## config.mk

```make
export PLATFORM = sky130hd
export DESIGN_NAME = dest_pipe_fwd
export DESIGN_NICKNAME = d
export VERILOG_FILES = /design/src/rtl/pipe_pkg.sv /design/src/rtl/fwd_sel.sv /design/src/rtl/dest_pipe_fwd.sv
export SDC_FILE = /design/constraint.sdc
export NUM_CORES = 1
export LEC_CHECK = 0
export CAP_MARGIN = 20
export CORE_ASPECT_RATIO = 0.5
export CORE_MARGIN = 8
export CORE_UTILIZATION = 38
export CTS_CLUSTER_SIZE = 10
export DETAILED_ROUTE_END_ITERATION = 12
export PLACE_DENSITY = 0.77
export REMOVE_ABC_BUFFERS = 1
export SETUP_SLACK_MARGIN = 0.15
export SLEW_MARGIN = 20
export SYNTH_ARGS = -nofsm -noshare
export SYNTH_HDL_FRONTEND = slang
export SYNTH_SLANG_ARGS = --single-unit
```

## constraint.sdc

```tcl
create_clock -name clk -period 3.8 [get_ports clk]
set_input_delay 0.95 -clock clk [delete_from_list [all_inputs] [get_ports clk]]
set_output_delay 0.95 -clock clk [all_outputs]
set_load 0.02 [all_outputs]
```

## src/rtl/pipe_pkg.sv

```systemverilog
// Shared pipeline constants: register-number width and forwarding select encodings.
package pipe_pkg;

    localparam int unsigned REG_W = 5;
    localparam int unsigned FWD_W = 2;

    localparam logic [FWD_W-1:0] FWD_RF  = 2'b00;
    localparam logic [FWD_W-1:0] FWD_MEM = 2'b01;
    localparam logic [FWD_W-1:0] FWD_WB  = 2'b10;
    localparam logic [FWD_W-1:0] FWD_BAD = 2'b11;

endpackage

```

## src/rtl/fwd_sel.sv

```systemverilog
// Per-operand forwarding comparator; MEM takes priority over WB, r0 never forwards.
module fwd_sel
    import pipe_pkg::*;
(
    input  logic [REG_W-1:0] src,
    input  logic [REG_W-1:0] mem_wa,
    input  logic             mem_we,
    input  logic             mem_ld,
    input  logic [REG_W-1:0] wb_wa,
    input  logic             wb_we,
    output logic [FWD_W-1:0] sel
);

    logic mem_hit;
    logic wb_hit;

    assign mem_hit = (src != '0) && mem_we && (mem_wa == src);
    assign wb_hit  = (src != '0) && wb_we  && (wb_wa  == src);

    // A MEM-stage load has no result yet, so matching it is flagged as FWD_BAD.
    always_comb begin
        sel = FWD_RF;
        if (mem_hit) begin
            sel = mem_ld ? FWD_BAD : FWD_MEM;
        end else if (wb_hit) begin
            sel = FWD_WB;
        end
    end

endmodule

```

## src/rtl/dest_pipe_fwd.sv

```systemverilog
// Carries the EX destination through MEM/WB, selects operand forwarding,
// detects load-use hazards and counts stall cycles.
module dest_pipe_fwd
    import pipe_pkg::*;
#(
    parameter int unsigned CNT_W = 16
) (
    input  logic             clk,
    input  logic             rst,
    input  logic             en,
    input  logic             flush_ex,
    input  logic [REG_W-1:0] ex_wa,
    input  logic             ex_reg_write,
    input  logic             ex_mem_to_reg,
    input  logic [REG_W-1:0] ex_rs,
    input  logic [REG_W-1:0] ex_rt,
    input  logic [REG_W-1:0] id_rs,
    input  logic [REG_W-1:0] id_rt,
    input  logic             id_rs_used,
    input  logic             id_rt_used,
    output logic [REG_W-1:0] mem_wa,
    output logic             mem_we,
    output logic             mem_ld,
    output logic [REG_W-1:0] wb_wa,
    output logic             wb_we,
    output logic [FWD_W-1:0] fwd_a,
    output logic [FWD_W-1:0] fwd_b,
    output logic             load_use_stall,
    output logic             fwd_err,
    output logic [CNT_W-1:0] stall_cnt
);

    logic ex_is_load;
    logic id_match;
    logic fwd_bad_now;

    fwd_sel u_fwd_a (
        .src    (ex_rs),
        .mem_wa (mem_wa),
        .mem_we (mem_we),
        .mem_ld (mem_ld),
        .wb_wa  (wb_wa),
        .wb_we  (wb_we),
        .sel    (fwd_a)
    );

    fwd_sel u_fwd_b (
        .src    (ex_rt),
        .mem_wa (mem_wa),
        .mem_we (mem_we),
        .mem_ld (mem_ld),
        .wb_wa  (wb_wa),
        .wb_we  (wb_we),
        .sel    (fwd_b)
    );

    // Load-use hazard is judged on current EX contents, regardless of flush_ex.
    always_comb begin
        ex_is_load     = ex_mem_to_reg && ex_reg_write && (ex_wa != '0);
        id_match       = (id_rs_used && (id_rs == ex_wa)) ||
                         (id_rt_used && (id_rt == ex_wa));
        load_use_stall = ex_is_load && id_match;
        fwd_bad_now    = (fwd_a == FWD_BAD) || (fwd_b == FWD_BAD);
    end

    // EX->MEM->WB destination pipeline; r0 writes are dropped at MEM entry.
    always_ff @(posedge clk) begin
        if (rst) begin
            mem_wa <= '0;
            mem_we <= 1'b0;
            mem_ld <= 1'b0;
            wb_wa  <= '0;
            wb_we  <= 1'b0;
        end else if (en) begin
            mem_we <= ex_reg_write && (ex_wa != '0) && !flush_ex;
            mem_ld <= ex_mem_to_reg && ex_reg_write && !flush_ex;
            mem_wa <= flush_ex ? '0 : ex_wa;
            wb_wa  <= mem_wa;
            wb_we  <= mem_we;
        end
    end

    // Sticky error and saturating stall counter, both frozen while en=0.
    always_ff @(posedge clk) begin
        if (rst) begin
            fwd_err   <= 1'b0;
            stall_cnt <= '0;
        end else if (en) begin
            if (fwd_bad_now) begin
                fwd_err <= 1'b1;
            end
            if (load_use_stall && (stall_cnt != '1)) begin
                stall_cnt <= stall_cnt + CNT_W'(1);
            end
        end
    end

endmodule
```

==> flow_summary.json, run 1 <==
{
  "ys_top_cells_by_area": "dfxtp_1 33%, xnor2_1 11%, a21oi_1 5.2%, or4_1 4.9%, xor2_1 3.8%",
  "min_path_type": "reg2reg",
  "yosys_most_used_dff": "dfxtp_1",
  "antenna_found_initial": 0,
  "hpwl_um": 4330,
  "ys_warn_count": 0,
  "fin_area_um2": 2700,
  "yosysMostFrequentCell": "dfxtp_1",
  "synth_commonest_cells": "30 x dfxtp_1, 22 x xnor2_1, 19 x a21oi_1",
  "drive_gt1_share_pct": 10.3,
  "wl_um": 5540,
  "placementRows": 17,
  "ys_ff_latch": 30,
  "reg2reg_depth": 6,
  "grt_use_total_pct": 15.0,
  "setup.worst_path.start_class": "input port",
  "portBuffers": 67,
  "rsz0062_at_grt": "no",
  "fin_crit_sh_pct": 94.0,
  "rr_endpoint": "stall_cnt[10]$_SDFFE_PP0P_",
  "hold_path.startpoint": "fwd_err$_SDFFE_PP0P_",
  "p_total_uw": 684,
  "fin_setup_tns_ps": 0,
  "status": "finished, final reports clean",
  "area_growth_pct": 48.0,
  "synth_top_area_share_pct": 33.0,
  "hold_depth": 2,
  "first_iter_violations": 64,
  "worstPathArrival_ps": 2620,
  "clk_pin_slew_ps": 60,
  "wl_per_cell_um": 15.5,
  "ir_drop_mv": 0.0967,
  "start_util_pct": 40.4,
  "drc": 0,
  "hold_viol": 0,
  "clk_latency_ps": 280,
  "syn_area_per_cell_um2": 8.51,
  "p_per_area_nw_per_um2": 254,
  "core_area_um2": 4510,
  "place_area_um2": 2610,
  "p_leak_nw": 0.919,
  "reg2reg_from": "stall_cnt[0]$_SDFFE_PP0P_",
  "r2r_slack_ps": 1810,
  "grt_first_pass_wirelength_um": 9080,
  "cts.htree.levels": 2,
  "synthArstFlopShare_pct": 0,
  "worstSetupPathType": "in2out",
  "die_h_um": 64.9,
  "worstPathMaxFanout": 4,
  "syn_area_um2": 1820,
  "grt_pass1_vias": 1870,
  "finalCriticalPeriod_ps": 3570,
  "nets": 325,
  "grt-ovfl-total": 0,
  "maxSlewHeadroom_pct": 67.5,
  "antennaDiodeCount": 0,
  "fmax_mhz": 280,
  "netlist.top_cell.by_area": "dfxtp_1",
  "worstMarginPinSlew_ps": 486,
  "end_kind": "output pin",
  "cap_violations": 0,
  "vias_per_cell": 5.36,
  "pin_count": 68,
  "cts_tree": "built",
  "synth-edff-count": 0,
  "ant_nets": 0,
  "grt_max_degree": 27,
  "cp.required_ps": 2850,
  "num_vias": 1912,
  "globalplace.congestion": 0.816,
  "syn-instance-count": 214,
  "cts.sinks": 30,
  "clockRootBuffer": "clkbuf_8",
  "setup_viol": 0,
  "min_to": "fwd_err$_SDFFE_PP0P_",
  "synth_cell_types": 41,
  "fin_skew_ps": 5.92,
  "dieArea_um2": 7400,
  "die_w_um": 114,
  "synth-seq-area-share_pct": 33.0,
  "clockBufferDepth": 2,
  "cts_buffers": 5,
  "dr.pass1.iters": 5,
  "report.final.slew_viol_count": 0,
  "finish.utilization_pct": 59.8
}
==> placed cells by master (no fill, tap or decap), drive strengths merged, types with 3 or more instances in the layout <==
cell	count
xnor2	22
o31ai	8
dfxtp	30
nor2b	9
buf	14
or4	12
mux2i	6
nand2	10
nand3	8
nand2b	3
clkdlybuf4s50	61
xor2	8
clkbuf	11
nor2	16
a21oi	19
o21ai	5
nor3	3
and4	4
nand4	11
==> worst max-delay path by stage <==
stage,from,endpoint,slack [ps]
2_1_floorplan,ex_rs[2],fwd_a[1],360
3_5_place_dp,ex_rt[3],fwd_b[1],-240
5_1_grt,ex_rs[1],fwd_a[1],150
4_1_cts,ex_rt[1],fwd_b[1],160
3_3_place_gp,ex_rs[1],fwd_a[1],-110
6_report,ex_rs[1],fwd_a[1],230
==> kinds of logic (layout without fill, tap and decap cells) <==
| group | after synthesis | in the layout | share of synthesized area (%) |
|---|---|---|---|
| DFF | 30 | 30 | 33.0 |
| and+or+nand+nor | 90 | 90 | 29.1 |
| muxes | 8 | 8 | 4.54 |
| buffers and inverters | 13 | 90 | 3.99 |
| adders and majority gates | 1 | 1 | 0.687 |
| xor gates and xnor gates | 30 | 30 | 14.4 |
| AOI/OAI and AO/OA | 42 | 42 | 14.2 |
==> where the power goes <==
| group | total, mW | leakage [nW] | internal [mW] | switching, mW |
|---|---|---|---|---|
| clock network | 0.238 | 0.0383 | 0.126 | 0.112 |
| registers | 0.325 | 0.242 | 0.319 | 0.00673 |
| logic | 0.121 | 0.638 | 0.0672 | 0.0538 |
==> flip-flops by register name, indices dropped and copies added, names as in the netlist <==
signal	cells
mem_wa	5
mem_ld	1
stall_cnt	16
wb_we	1
fwd_err	1
wb_wa	5
mem_we	1
==> worst max-delay path, stage by stage <==
cell and delay, ps:
clkdlybuf4s50_1 460, or4_1 570, nor2_2 190, nor4_4 80, o21ai_0 170, clkbuf_2 200
==> metal layers <==
layer	global-route usage [%]	wire length [µm]	up-vias
li1	-	-	949
met1	16.3	2210	910
met2	27.5	2910	47
met3	4.71	340	6
met4	4.60	77	0
met5	0	0	-
==> area by class of cell <==
class                      count  area (µm²)
fill                         429        1810
multi-input combinational    171        1170
sequential                    30         601
timing repair buffer          81         757
tap                           66        82.6
inverter                       2        7.51
clock buffer                   7        76.3
==> timing repair <==
item                       CTS  global route
buffers inserted             0             0
setup endpoints to repair    5             4
pin swaps                    0             1
gates resized for setup      8            12
hold buffers                 0             0
hold endpoints to repair     0             0
==> stage by stage <==
stage | cells | hold slack, ps | worst slack [ps]
floorplan | 203 | 516 | 360
global placement | 350 | 435 | -109
detailed placement | 350 | 438 | -238
CTS | 357 | 448 | 157
global route | 357 | 474 | 148
finish | 357 | 444 | 227
Note: power is estimated with default switching activity, not from simulation.
==> inputs of run 2 (changes only) <==
--- a/config.mk
+++ b/config.mk
@@ -5,7 +5,7 @@
 export SDC_FILE = /design/constraint.sdc
 export NUM_CORES = 1
 export LEC_CHECK = 0
-export CAP_MARGIN = 20
+export CAP_MARGIN = 0
 export CORE_ASPECT_RATIO = 0.5
 export CORE_MARGIN = 8
 export CORE_UTILIZATION = 38
@@ -17,4 +17,5 @@
 export SLEW_MARGIN = 20
 export SYNTH_ARGS = -nofsm -noshare
 export SYNTH_HDL_FRONTEND = slang
+export SYNTH_HIERARCHICAL = 1
 export SYNTH_SLANG_ARGS = --single-unit
==> run 2 against run 1 <==
Sequential power hardly changed. Critical endpoint is now fwd_b[1]. Maximum frequency is 2.6% lower. Hold slack better by 23 ps. Die area is 1.5% higher. Utilization is 0.65 points lower. Area after synthesis is 1.9% higher. Non-clock buffer count is 8 higher. Clock power is 39% higher. Register-to-register slack worse by 310 ps. Sequential share of layout area is 1.2 points lower.
==> flow_summary.json, run 2 <==
{
  "seq_power_share_pct": 41.4,
  "p_total_uw": 785,
  "hpwl_um": 4350,
  "antennaDiodeCount": 0,
  "nets": 332,
  "largest_reg_flops": 16,
  "ys_warn_count": 6,
  "cp_cell_sequence": "clkdlybuf4s50_1, or4_4, nor2_4, nor4_4, mux2_4, clkdlybuf4s15_1",
  "ys_ff_latch": 30,
  "worstPathArrival_ps": 2720,
  "largestRegisters": "stall_cnt (16), mem_wa (5), wb_wa (5)",
  "r2r_slack_ps": 1500,
  "grt_max_degree": 38,
  "synth_compound_area_share_pct": 11.5,
  "portBuffers": 67,
  "report.final.slew_viol_count": 0,
  "worstSetupPathType": "in2out",
  "start_util_pct": 38.5,
  "cts_buffers": 5,
  "switching_share_pct": 23.5,
  "synth_top_family_by_area": "simple AND/OR/NAND/NOR gates",
  "cpPeakStageDelay_ps": 560,
  "fin_skew_ps": 6.49,
  "cap_violations": 0,
  "maxSlewHeadroom_pct": 57.8,
  "yosys.area_share.simple_pct": 29.3,
  "rsz0062_at_grt": "yes",
  "syn_area_per_cell_um2": 8.67,
  "placementRows": 18,
  "cts.sinks": 30,
  "worstMarginPinSlew_ps": 633,
  "yosys_most_used_dff": "dfxtp_1",
  "first_iter_violations": 83,
  "synth_xor_area_share_pct": 14.2,
  "yosysMostFrequentCell": "dfxtp_1",
  "status": "finished, final reports clean",
  "synth-seq-area-share_pct": 32.4,
  "grt_use_total_pct": 14.9,
  "grt_first_pass_wirelength_um": 9070,
  "end_kind": "output pin",
  "cts.htree.levels": 2,
  "synth.area.mux_share_pct": 9.04,
  "finalCriticalPeriod_ps": 3670,
  "fill_cells": 431,
  "clockBufferDepth": 2,
  "vias_per_cell": 5.13,
  "cts_tree": "built",
  "setup.worst_path.start_class": "input port",
  "die_h_um": 65.4,
  "postCtsSetupBuffers": 0,
  "die_w_um": 115,
  "fin_crit_sh_pct": 96.5,
  "ys_top_cells_by_area": "dfxtp_1 32%, xor2_1 7.6%, xnor2_1 6.6%, a21oi_1 4.6%, nor2b_1 4.4%",
  "intPower_uw": 600,
  "synthArstFlopShare_pct": 0,
  "p_per_area_nw_per_um2": 275,
  "synthAdderAreaFrac_pct": 0.674,
  "synth_cell_types": 40,
  "ir_drop_mv": 0.144,
  "min_path_type": "reg2reg",
  "setup_viol": 0,
  "regMostFlops": "stall_cnt",
  "antenna_found_initial": 0,
  "clk_pin_slew_ps": 70,
  "dr.pass1.iters": 4,
  "ant_nets": 0,
  "clk_latency_ps": 280,
  "area_growth_pct": 53.5,
  "synth_commonest_cells": "30 x dfxtp_1, 20 x nor2_1, 17 x a21oi_1",
  "finish.utilization_pct": 59.1,
  "synth_top_area_share_pct": 32.4,
  "dieArea_um2": 7510,
  "clockRootBuffer": "clkbuf_8",
  "final_common_cell": "clkdlybuf4s50_1",
  "combPwrFrac_pct": 16.4,
  "grt-ovfl-total": 0,
  "hold_viol": 0,
  "syn_area_um2": 1860,
  "syn-instance-count": 214,
  "pwr-share-clk_pct": 42.2,
  "switchingPower_uw": 185,
  "final_cell_mix": "61 x clkdlybuf4s50_1, 30 x dfxtp_1, 22 x buf_4",
  "drc": 0,
  "netlist.top_cell.by_area": "dfxtp_1",
  "pin_count": 68,
  "globalplace.congestion": 0.891,
  "p_leak_nw": 1.02,
  "core_area_um2": 4820,
  "drive_gt1_share_pct": 15.4,
  "slowest_stage": "or4_4",
  "worstPathMaxFanout": 2,
  "wl_per_cell_um": 15.2,
  "wl_um": 5580,
  "synth-edff-count": 0,
  "num_vias": 1889,
  "cp.required_ps": 2850,
  "grt_pass1_vias": 1927,
  "fmax_mhz": 273
}
run 2: cell types whose count changed after synthesis, moves of 4 or more:
| cell | delta |
|---|---|
| nor2b_1 | +4 |
| nand4_1 | -5 |
| mux2_2 | +4 |
| xor2_1 | +8 |
| or3_1 | +4 |
| o21ai_0 | -4 |
| nor2_1 | +4 |
| xnor2_1 | -8 |
| nand3_1 | -4 |
run 2: worst paths after layout:
kind | start | endpoint | cells past startpoint
setup / recovery | ex_rt[1] | fwd_b[1] | 6
hold / removal | fwd_err$_SDFFE_PP0P_ | fwd_err$_SDFFE_PP0P_ | 2
setup reg to reg | stall_cnt[0]$_SDFFE_PP0P_ | stall_cnt[0]$_SDFFE_PP0P_ | 6
hold reg to reg | fwd_err$_SDFFE_PP0P_ | fwd_err$_SDFFE_PP0P_ | 2
run 2: kinds of logic after synthesis:
logic type                 after synthesis
and+or+nand+nor                         93
muxes                                   15
AOI/OAI and AO/OA                       33
xor gates and xnor gates                30
buffers and inverters                   12
adders and majority gates                1
DFF                                     30
run 2: area by class of cell:
class | instances | area (µm²) | share of cell area (%)
clock buffers | 6 | 82.6 | 2.90
clock inverters | 1 | 30.0 | 1.05
multi-input cells | 172 | 1220 | 42.7
flip-flops and latches | 30 | 601 | 21.1
well taps | 70 | 87.6 | 3.07
repair buffers | 89 | 831 | 29.2
run 2: critical path: cells and delay by family:
family / cells / cell delay, ps
buffers and inverters: 2 / 710
and+or+nand+nor: 3 / 750
muxes: 1 / 300
run 2: what timing repair did:
item | CTS | global route
endpoints found under the hold margin | 0 | 0
endpoints found under the setup margin | 5 | 3
pin swaps | 0 | 1
hold buffers | 0 | 0
resized for setup | 8 | 6
run 2: power by group through the flow:
stage | Combinational (mW) | Clock, mW | Sequential [mW]
floorplan | 0.0386 | 0 | 0.335
global placement | 0.122 | 0 | 0.332
detailed placement | 0.126 | 0 | 0.332
CTS | 0.128 | 0.332 | 0.325
global route | 0.137 | 0.348 | 0.326
finish | 0.129 | 0.331 | 0.325
run 2: per-layer routing:
metal	up-vias	GRT usage, %	wire (µm)
li1	943	-	-
met1	915	16.9	2400
met2	25	27.6	2920
met3	6	3.02	165
met4	0	5.19	85
met5	-	0	0
run 2: metrics by stage:
step	cells	setup slack, ps	hold WS (ps)	setup TNS (ps)	area, µm²
2_1_floorplan	202	442	557	0	1800
3_3_place_gp	361	-106	452	-241	2720
3_5_place_dp	361	-180	457	-389	2720
4_1_cts	368	50.8	472	0	2840
5_1_grt	368	100	510	0	2850
6_report	368	132	467	0	2850
==> inputs of run 3 (changes only) <==
--- a/config.mk
+++ b/config.mk
@@ -5,7 +5,7 @@
 export SDC_FILE = /design/constraint.sdc
 export NUM_CORES = 1
 export LEC_CHECK = 0
-export CAP_MARGIN = 0
+export CAP_MARGIN = 10
 export CORE_ASPECT_RATIO = 0.5
 export CORE_MARGIN = 8
 export CORE_UTILIZATION = 38
==> constraint.sdc (replaced) <==
create_clock -name clk -period 3.8 [get_ports clk]
set_input_delay 0.76 -clock clk [delete_from_list [all_inputs] [get_ports clk]]
set_output_delay 0.76 -clock clk [all_outputs]
set_load 0.02 [all_outputs]
==> run 3 against run 2 <==
Register-to-register slack lost 30 ps. Final cell count shrank 5.2%. Largest cell class unchanged. Global-route usage shrank 0.96 points. Final area shrank 5.0%. Critical path depth shrank 1. Clock skew grew 2.7 ps.
==> flow_summary.json, run 3 (same netlist as run 2, synthesis figures left out) <==
{
  "postCtsSetupBuffers": 0,
  "cts_tree": "built",
  "end_kind": "output pin",
  "clockBufferDepth": 2,
  "cap_violations": 0,
  "area_growth_pct": 45.9,
  "dr.pass1.iters": 4,
  "wl_per_cell_um": 15.2,
  "ant_nets": 0,
  "grt_pass1_vias": 1748,
  "num_vias": 1813,
  "clockRootBuffer": "clkbuf_8",
  "fin_setup_tns_ps": 0,
  "setup_viol": 0,
  "cts_hold_buffers": 0,
  "largestRegisters": "stall_cnt (16), mem_wa (5), wb_wa (5)",
  "fin_skew_ps": 9.22,
  "antenna_found_initial": 0,
  "vias_per_cell": 5.19,
  "drive_gt1_share_pct": 8.96,
  "wl_um": 5310,
  "r2r_slack_ps": 1470,
  "reg2reg_from": "stall_cnt[0]$_SDFFE_PP0P_",
  "finalCriticalPeriod_ps": 3510,
  "min_path_type": "reg2reg",
  "min_to": "fwd_err$_SDFFE_PP0P_",
  "regMostFlops": "stall_cnt",
  "cts.sinks": 30,
  "worstPathMaxFanout": 4,
  "grt_first_pass_wirelength_um": 8420,
  "final_common_cell": "clkdlybuf4s50_1",
  "nets": 313,
  "reg2reg_depth": 6,
  "fill_cells": 431,
  "dieArea_um2": 7510,
  "cp.required_ps": 3040,
  "portBuffers": 67,
  "worstSetupPathType": "in2out",
  "register_area_um2": 601,
  "rr_endpoint": "stall_cnt[0]$_SDFFE_PP0P_",
  "hold_depth": 2,
  "cts_buffers": 5,
  "hold_ws_ps": 468,
  "largest_reg_flops": 16,
  "p_per_area_nw_per_um2": 282,
  "finish.utilization_pct": 56.2,
  "worstMarginPinSlew_ps": 800,
  "hold_path.startpoint": "fwd_err$_SDFFE_PP0P_",
  "placementRows": 18,
  "p_leak_nw": 0.935,
  "setup.worst_path.start_class": "input port",
  "fin_crit_sh_pct": 92.5,
  "cts.htree.levels": 2,
  "hpwl_um": 4090,
  "clk_latency_ps": 280,
  "clk_pin_slew_ps": 60,
  "drc": 0,
  "grt-ovfl-total": 0,
  "rsz0062_at_grt": "no",
  "ir_drop_mv": 0.120,
  "final_cell_mix": "65 x clkdlybuf4s50_1, 30 x dfxtp_1, 20 x nor2_1",
  "maxSlewHeadroom_pct": 46.5,
  "die_h_um": 65.4,
  "report.final.slew_viol_count": 0,
  "cts-resized-gates": 0,
  "grt_max_degree": 25,
  "multi_input_area_um2": 1210,
  "globalplace.congestion": 0.799,
  "fmax_mhz": 285,
  "grt_use_total_pct": 13.9,
  "die_w_um": 115,
  "antennaDiodeCount": 0,
  "start_util_pct": 38.5,
  "core_area_um2": 4820,
  "status": "finished, final reports clean",
  "first_iter_violations": 68,
  "worstPathArrival_ps": 2750,
  "hold_viol": 0,
  "pin_count": 68,
  "p_total_uw": 765
}
## run 3: changes by cell type in the layout (fill, tap and decap cells not counted), sizes merged
cell / delta
dlymetal6s2s: +1
clkdlybuf4s15: -2
buf: -20
dlygate4sd2: -2
clkdlybuf4s50: +4
## run 3: layout make-up
class	instances	area share, %
clock buffer	6	3.05
sequential	30	22.2
clock inverter	1	1.11
multi-input combinational	172	44.6
tap	70	3.23
timing repair buffer	70	25.8
## run 3: power breakdown
part           internal [mW]  switching, mW
clock                  0.210          0.117
combinational         0.0610         0.0523
sequential             0.318        0.00650
## run 3: how the worst max path moves through the flow
stage / start / slack [ps] / end / depth (start not counted)
final: ex_wa[3] / 290 / load_use_stall / 5
after global routing: ex_wa[3] / 220 / load_use_stall / 5
after CTS: ex_rt[1] / 170 / fwd_b[1] / 6
after detailed placement: ex_rt[1] / 170 / fwd_b[1] / 6
after global placement: ex_rt[1] / 220 / fwd_b[1] / 6
after floorplan: id_rs[3] / 820 / load_use_stall / 4
## run 3: critical path, cell delays in order
cell and delay, ps:
clkdlybuf4s50_1 490, or3_1 430, o311a_1 380, nor2b_1 160, clkdlybuf4s50_1 540
## run 3: layer usage
layer | global-route usage (%) | part of all wire, % | wire [µm] | up-vias
met5 | 0 | 0 | 0 | -
met4 | 3.89 | 0.90 | 48 | 0
met3 | 4.11 | 4.5 | 241 | 4
met2 | 25.5 | 53 | 2820 | 33
met1 | 15.6 | 41 | 2200 | 866
li1 | - | - | - | 910
## run 3: metrics by stage
step           instances  setup slack [ps]  cell area, µm²
5_1_grt              349               222            2710
2_1_floorplan        202               822            1800
3_5_place_dp         342               168            2580
6_report             349               286            2710
3_3_place_gp         342               218            2580
4_1_cts              349               169            2690
